File: src/rtl/fractal_sync_node.sv
// One N-ary node of the fractal synchronization tree: collects child sync requests,
// resolves barriers at NODE_LVL locally and forwards higher-level barriers to the parent.
module fractal_sync_node #(
  parameter int unsigned N_CHILDREN = 2,
  parameter int unsigned LVL_WIDTH  = 4,
  parameter int unsigned NODE_LVL   = 1
) (
  input  logic                            clk_i,
  input  logic                            rst_i,
  input  logic [N_CHILDREN-1:0]           chd_sync_i,
  input  logic [N_CHILDREN*LVL_WIDTH-1:0] chd_level_i,
  output logic [N_CHILDREN-1:0]           chd_wake_o,
  output logic [N_CHILDREN-1:0]           chd_error_o,
  input  logic [N_CHILDREN-1:0]           chd_ack_i,
  output logic                            par_sync_o,
  output logic [LVL_WIDTH-1:0]            par_level_o,
  input  logic                            par_wake_i,
  input  logic                            par_error_i,
  output logic                            par_ack_o
);

  localparam logic [LVL_WIDTH-1:0] NODE_LVL_V = LVL_WIDTH'(NODE_LVL);

  typedef enum logic [1:0] {S_IDLE, S_PEND, S_WAKE, S_ERR} slot_t;
  typedef enum logic {N_COLLECT, N_UP_WAIT} node_t;

  slot_t slot_q [N_CHILDREN];
  slot_t slot_d [N_CHILDREN];
  node_t node_q, node_d;

  logic [LVL_WIDTH-1:0]  grp_q, grp_d;
  logic [LVL_WIDTH-1:0]  first_lvl, eff_lvl;
  logic [LVL_WIDTH-1:0]  par_level_q, par_level_d;
  logic [N_CHILDREN-1:0] cap, cap_ok, pend_now, pend_nxt;
  logic [N_CHILDREN-1:0] wake_q, wake_d, err_q, err_d;
  logic                  any_cap, all_pend;
  logic                  par_sync_q, par_sync_d, par_ack_q, par_ack_d;

  // Completion is judged on the pending set *after* this cycle's captures, so the
  // barrier resolves one cycle after the last sync rather than two.
  always_comb begin
    cap       = '0;
    pend_now  = '0;
    cap_ok    = '0;
    first_lvl = grp_q;
    for (int unsigned i = 0; i < N_CHILDREN; i++) begin
      cap[i]      = chd_sync_i[i] && (slot_q[i] == S_IDLE);
      pend_now[i] = (slot_q[i] == S_PEND);
    end
    for (int unsigned k = 0; k < N_CHILDREN; k++) begin
      if (cap[N_CHILDREN-1-k])
        first_lvl = chd_level_i[(N_CHILDREN-1-k)*LVL_WIDTH +: LVL_WIDTH];
    end
    any_cap = |cap;
    eff_lvl = (pend_now == '0 && any_cap) ? first_lvl : grp_q;
    for (int unsigned i = 0; i < N_CHILDREN; i++) begin
      cap_ok[i] = cap[i]
                  && (chd_level_i[i*LVL_WIDTH +: LVL_WIDTH] >= NODE_LVL_V)
                  && (chd_level_i[i*LVL_WIDTH +: LVL_WIDTH] == eff_lvl);
    end
    pend_nxt = pend_now | cap_ok;
    all_pend = &pend_nxt;
  end

  always_comb begin
    node_d      = node_q;
    grp_d       = eff_lvl;
    par_sync_d  = 1'b0;
    par_ack_d   = 1'b0;
    par_level_d = par_level_q;
    for (int unsigned i = 0; i < N_CHILDREN; i++) begin
      slot_d[i] = slot_q[i];
      case (slot_q[i])
        S_IDLE: if (cap[i]) slot_d[i] = cap_ok[i] ? S_PEND : S_ERR;
        S_WAKE,
        S_ERR:  if (chd_ack_i[i]) slot_d[i] = S_IDLE;
        default: ;
      endcase
    end
    case (node_q)
      N_COLLECT: begin
        if (all_pend) begin
          if (eff_lvl == NODE_LVL_V) begin
            for (int unsigned i = 0; i < N_CHILDREN; i++) slot_d[i] = S_WAKE;
          end else begin
            node_d      = N_UP_WAIT;
            par_sync_d  = 1'b1;
            par_level_d = eff_lvl;
          end
        end
      end
      N_UP_WAIT: begin
        if (par_error_i || par_wake_i) begin
          for (int unsigned i = 0; i < N_CHILDREN; i++)
            slot_d[i] = par_error_i ? S_ERR : S_WAKE;
          node_d      = N_COLLECT;
          par_ack_d   = 1'b1;
          par_level_d = '0;
        end
      end
      default: node_d = N_COLLECT;
    endcase
    for (int unsigned i = 0; i < N_CHILDREN; i++) begin
      wake_d[i] = (slot_d[i] == S_WAKE);
      err_d[i]  = (slot_d[i] == S_ERR);
    end
  end

  always_ff @(posedge clk_i) begin
    if (rst_i) begin
      for (int unsigned i = 0; i < N_CHILDREN; i++) slot_q[i] <= S_IDLE;
      node_q      <= N_COLLECT;
      grp_q       <= '0;
      par_level_q <= '0;
      par_sync_q  <= 1'b0;
      par_ack_q   <= 1'b0;
      wake_q      <= '0;
      err_q       <= '0;
    end else begin
      for (int unsigned i = 0; i < N_CHILDREN; i++) slot_q[i] <= slot_d[i];
      node_q      <= node_d;
      grp_q       <= grp_d;
      par_level_q <= par_level_d;
      par_sync_q  <= par_sync_d;
      par_ack_q   <= par_ack_d;
      wake_q      <= wake_d;
      err_q       <= err_d;
    end
  end

  assign chd_wake_o  = wake_q;
  assign chd_error_o = err_q;
  assign par_sync_o  = par_sync_q;
  assign par_level_o = par_level_q;
  assign par_ack_o   = par_ack_q;

endmodule

File: config.mk
export PLATFORM = sky130hd
export DESIGN_NAME = fractal_sync_node
export DESIGN_NICKNAME = d
export VERILOG_FILES = /design/src/rtl/fractal_sync_node.sv
export SDC_FILE = /design/constraint.sdc
export NUM_CORES = 1
export LEC_CHECK = 0
export ABC_AREA = 1
export BUFFER_PORTS_ARGS = -buffer_cell sky130_fd_sc_hd__buf_2
export CORE_ASPECT_RATIO = 1.4
export CORE_UTILIZATION = 45
export CTS_CLUSTER_SIZE = 8
export DETAILED_ROUTE_END_ITERATION = 7
export PLACE_DENSITY = 0.69
export SYNTH_ARGS = -nofsm -noshare
export SYNTH_HDL_FRONTEND = slang
export SYNTH_SLANG_ARGS = --single-unit
File: constraint.sdc
create_clock -name clk_i -period 1.8 [get_ports clk_i]
set_input_delay 0.18 -clock clk_i [delete_from_list [all_inputs] [get_ports clk_i]]
set_output_delay 0.18 -clock clk_i [all_outputs]
set_load 0.005 [all_outputs]
==> results.sh <==
export IMPL_die_area_um2=2660
export IMPL_grt_pass1_vias=1220
export IMPL_critPathCaptureType="flop"
export IMPL_vias_per_cell=5.13
export IMPL_synth_compound_area_share_pct=6.80
export IMPL_die_h_um=60.6
export IMPL_path_clk_slew_ns=0.10
export IMPL_start_kind="flop"
export IMPL_fmax_mhz=498
export IMPL_finalCriticalPeriod_ns=2.01
export IMPL_yosys_register_bits=19
export IMPL_synth_top_family_by_area="simple AND/OR/NAND/NOR gates"
export IMPL_antenna_found_initial=0
export IMPL_clock_root_buffer="clkbuf_4"
export IMPL_coreArea_um2=2250
export IMPL_hold_class="input port to flop"
export IMPL_arrival_ns=2.24
export IMPL_setup_viol=14
export IMPL_ys_types=20
export IMPL_tritoncts="built"
export IMPL_period_share_pct=111
export IMPL_reg2regPathDepth=15
export IMPL_synth_simple_area_share_pct=47.0
export IMPL_powerDensity_nw_per_um2=1020
export IMPL_pin_count=26
export IMPL_cts_made_buffers=3
export IMPL_p_leak_nw=0.904
export IMPL_drtIter0Drc=32
export IMPL_fp_row_count=20
export IMPL_die_w_um=43.9
export IMPL_drt_pass1_iter_count=6
export IMPL_grt_start_max_net_pins=11
export IMPL_avgRoutedWirePerCell_um=13.3
export IMPL_portBuffers=25
export IMPL_crit_fanout=6
export IMPL_max_cap_violations=0
export IMPL_synthCells=174
export IMPL_yosysTopAreaCell="dfxtp_1"
export IMPL_worst_setup_path_type="flop to flop"
export IMPL_ant_nets=0
export IMPL_crit_required_ns=2.03
export IMPL_syn_area_um2=1100
export IMPL_place_inst=235
export IMPL_ys_seq_area_share_pct=34.4
export IMPL_nets=242
export IMPL_worstSetupEndpoint="chd_wake_o[1]"
export IMPL_yosys_warnings=0
export IMPL_finalPower_mw=1.80
export IMPL_fin_cells=247
export IMPL_fin_skew_ns=0.00144
export IMPL_htree_levels=1
export IMPL_globalRoute_totalOverflow=0
export IMPL_status="finished with violations"
export IMPL_totalWireLength_um=3280
export IMPL_drc=3
export IMPL_grt_usage_pct=25.0
export IMPL_dp_hpwl_um=2310
export IMPL_synth_xor_area_share_pct=0.793
export IMPL_syn2layout_area_growth_pct=59.5
export IMPL_grt_pass1_wl_um=4930
export IMPL_layout_drive_gt1_share_pct=52.0
export IMPL_clock_path_buffers=2
export IMPL_antennaDiodeCount=0
export IMPL_muxShareOfSynthArea_pct=0
export IMPL_synthAdderAreaFrac_pct=0
export IMPL_drv_slew=0
export IMPL_start_util_pct=49.1
export IMPL_cts_hold_buf=0
export IMPL_final_hold_violation_count=0
export IMPL_syn_avg_cell_area_um2=6.35
export IMPL_slew_headroom_pct=74.4
export IMPL_synthTopCellsByArea="dfxtp_1, nand2_1, inv_1, nand3_1, nor2_1"
export IMPL_tightest_slew_ns=0.380
export IMPL_fillCellCount=160
export IMPL_rsz0062_at_grt="yes"
export IMPL_cts_sinks=19
export IMPL_r2r_end="chd_wake_o[1]"
export IMPL_fin_ws_ns=-0.207
export IMPL_worstSkewPairLatency_ns=0.29
export IMPL_yosys_area_top_type_share_pct=34.4
export IMPL_startpoint="slot_q[0][0]"
export IMPL_ir_drop_mv=0.790
export IMPL_r2r_slack_ns=-0.21
export IMPL_violations="DRC, setup timing"
export IMPL_syn_num_nets=190
export IMPL_num_vias=1267
export IMPL_gp_congestion=0.876
export IMPL_r2r_start="slot_q[0][0]"
[cell families (layout without fill, tap and decap cells)]
family / after synthesis / count (layout)
and+or+nand+nor: 111 / 111
DFF: 19 / 19
xor gates and xnor gates: 1 / 1
AOI/OAI and AO/OA: 14 / 14
buffers and inverters: 29 / 80
[layout by cell type (no fill, tap or decap), types with 6 or more instances in the layout]
cell type	instances
nand2_2	21
buf_2	25
a21oi_1	6
inv_1	23
nand2_8	7
nand3_1	11
nand3_2	8
dfxtp_1	15
buf_4	22
nand2_1	29
nor2_1	16
nand2_4	10
[per-stage QoR]
stage	instance area [µm²]	hold WS, ns	setup WS, ns	util [%]	TNS [ns]
4_1_cts	1570	0.177	-0.162	69.7	-1.47
5_1_grt	1760	0.190	-0.360	78.2	-3.89
3_3_place_gp	1360	0.445	-0.195	60.3	-1.85
3_5_place_dp	1360	0.450	-0.236	60.3	-2.35
6_report	1760	0.171	-0.207	78.2	-1.93
2_1_floorplan	1100	0.360	0.0565	-	0
[repair_timing]
action                                  in CTS  in global routing
endpoints found under the setup margin      14                 14
buffers inserted                             5                  3
resized for setup                           38                 40
hold endpoints to repair                     0                  0
pin swaps                                    7                 18
[where the power goes]
group          switching [mW]  internal (mW)
registers              0.0384          0.479
logic                   0.622          0.458
clock network           0.121         0.0863
[worst min path at each step]
stage | startpoint | to | slack, ns | cells past startpoint
floorplan | par_error_i | par_ack_o | 0.36 | 2
global placement | par_level_o[0] | par_level_o[0] | 0.44 | 2
detailed placement | par_level_o[0] | par_level_o[0] | 0.45 | 2
CTS | rst_i | slot_q[0][0] | 0.18 | 2
global route | rst_i | node_q | 0.19 | 2
finish | rst_i | slot_q[0][0] | 0.17 | 2
[state kept, by name, summed over array words and instances (netlist names)]
| name | cells |
|---|---|
| node_q | 1 |
| par_level_o | 4 |
| slot_q | 4 |
| grp_q | 4 |
| par_ack_o | 1 |
| chd_wake_o | 2 |
| par_sync_o | 1 |
| chd_error_o | 2 |
[worst max-delay path: stages (launching register included)]
cell	delay, ns
dfxtp_4	0.39
nor2_4	0.06
nand2_4	0.10
nand2_4	0.07
nand2_8	0.13
clkinv_8	0.11
nand2_8	0.10
nand2_8	0.07
buf_6	0.12
nor4_4	0.28
nand3_4	0.13
nand2_2	0.08
nand2_2	0.06
nand2_2	0.07
nand2_2	0.05
nor2_1	0.11
[cell usage after synthesis (all sizes together)]
master / instances
a22oi: 1
nand3: 21
dfxtp: 19
inv: 27
nand2: 67
o21ai: 5
buf: 1
nor2: 22
a21oi: 6
nor4: 1
clkinv: 1
xor2: 1
o22ai: 1
a31oi: 1
[area by class of cell]
class / instances / area, µm² / area share, %
clock buffers: 4 / 26.3 / 1.49
repair buffers: 48 / 302 / 17.1
inverters: 28 / 118 / 6.68
flip-flops and latches: 19 / 390 / 22.2
well taps: 22 / 27.5 / 1.56
multi-input cells: 126 / 898 / 51.0
[per-layer routing]
metal  track usage [%]  share of wire, %
met3              1.49               2.7
met1              25.6                37
met5                 0                 0
met2              51.0                57
met4              10.4               3.2
Note: power is estimated with default switching activity, not from simulation.
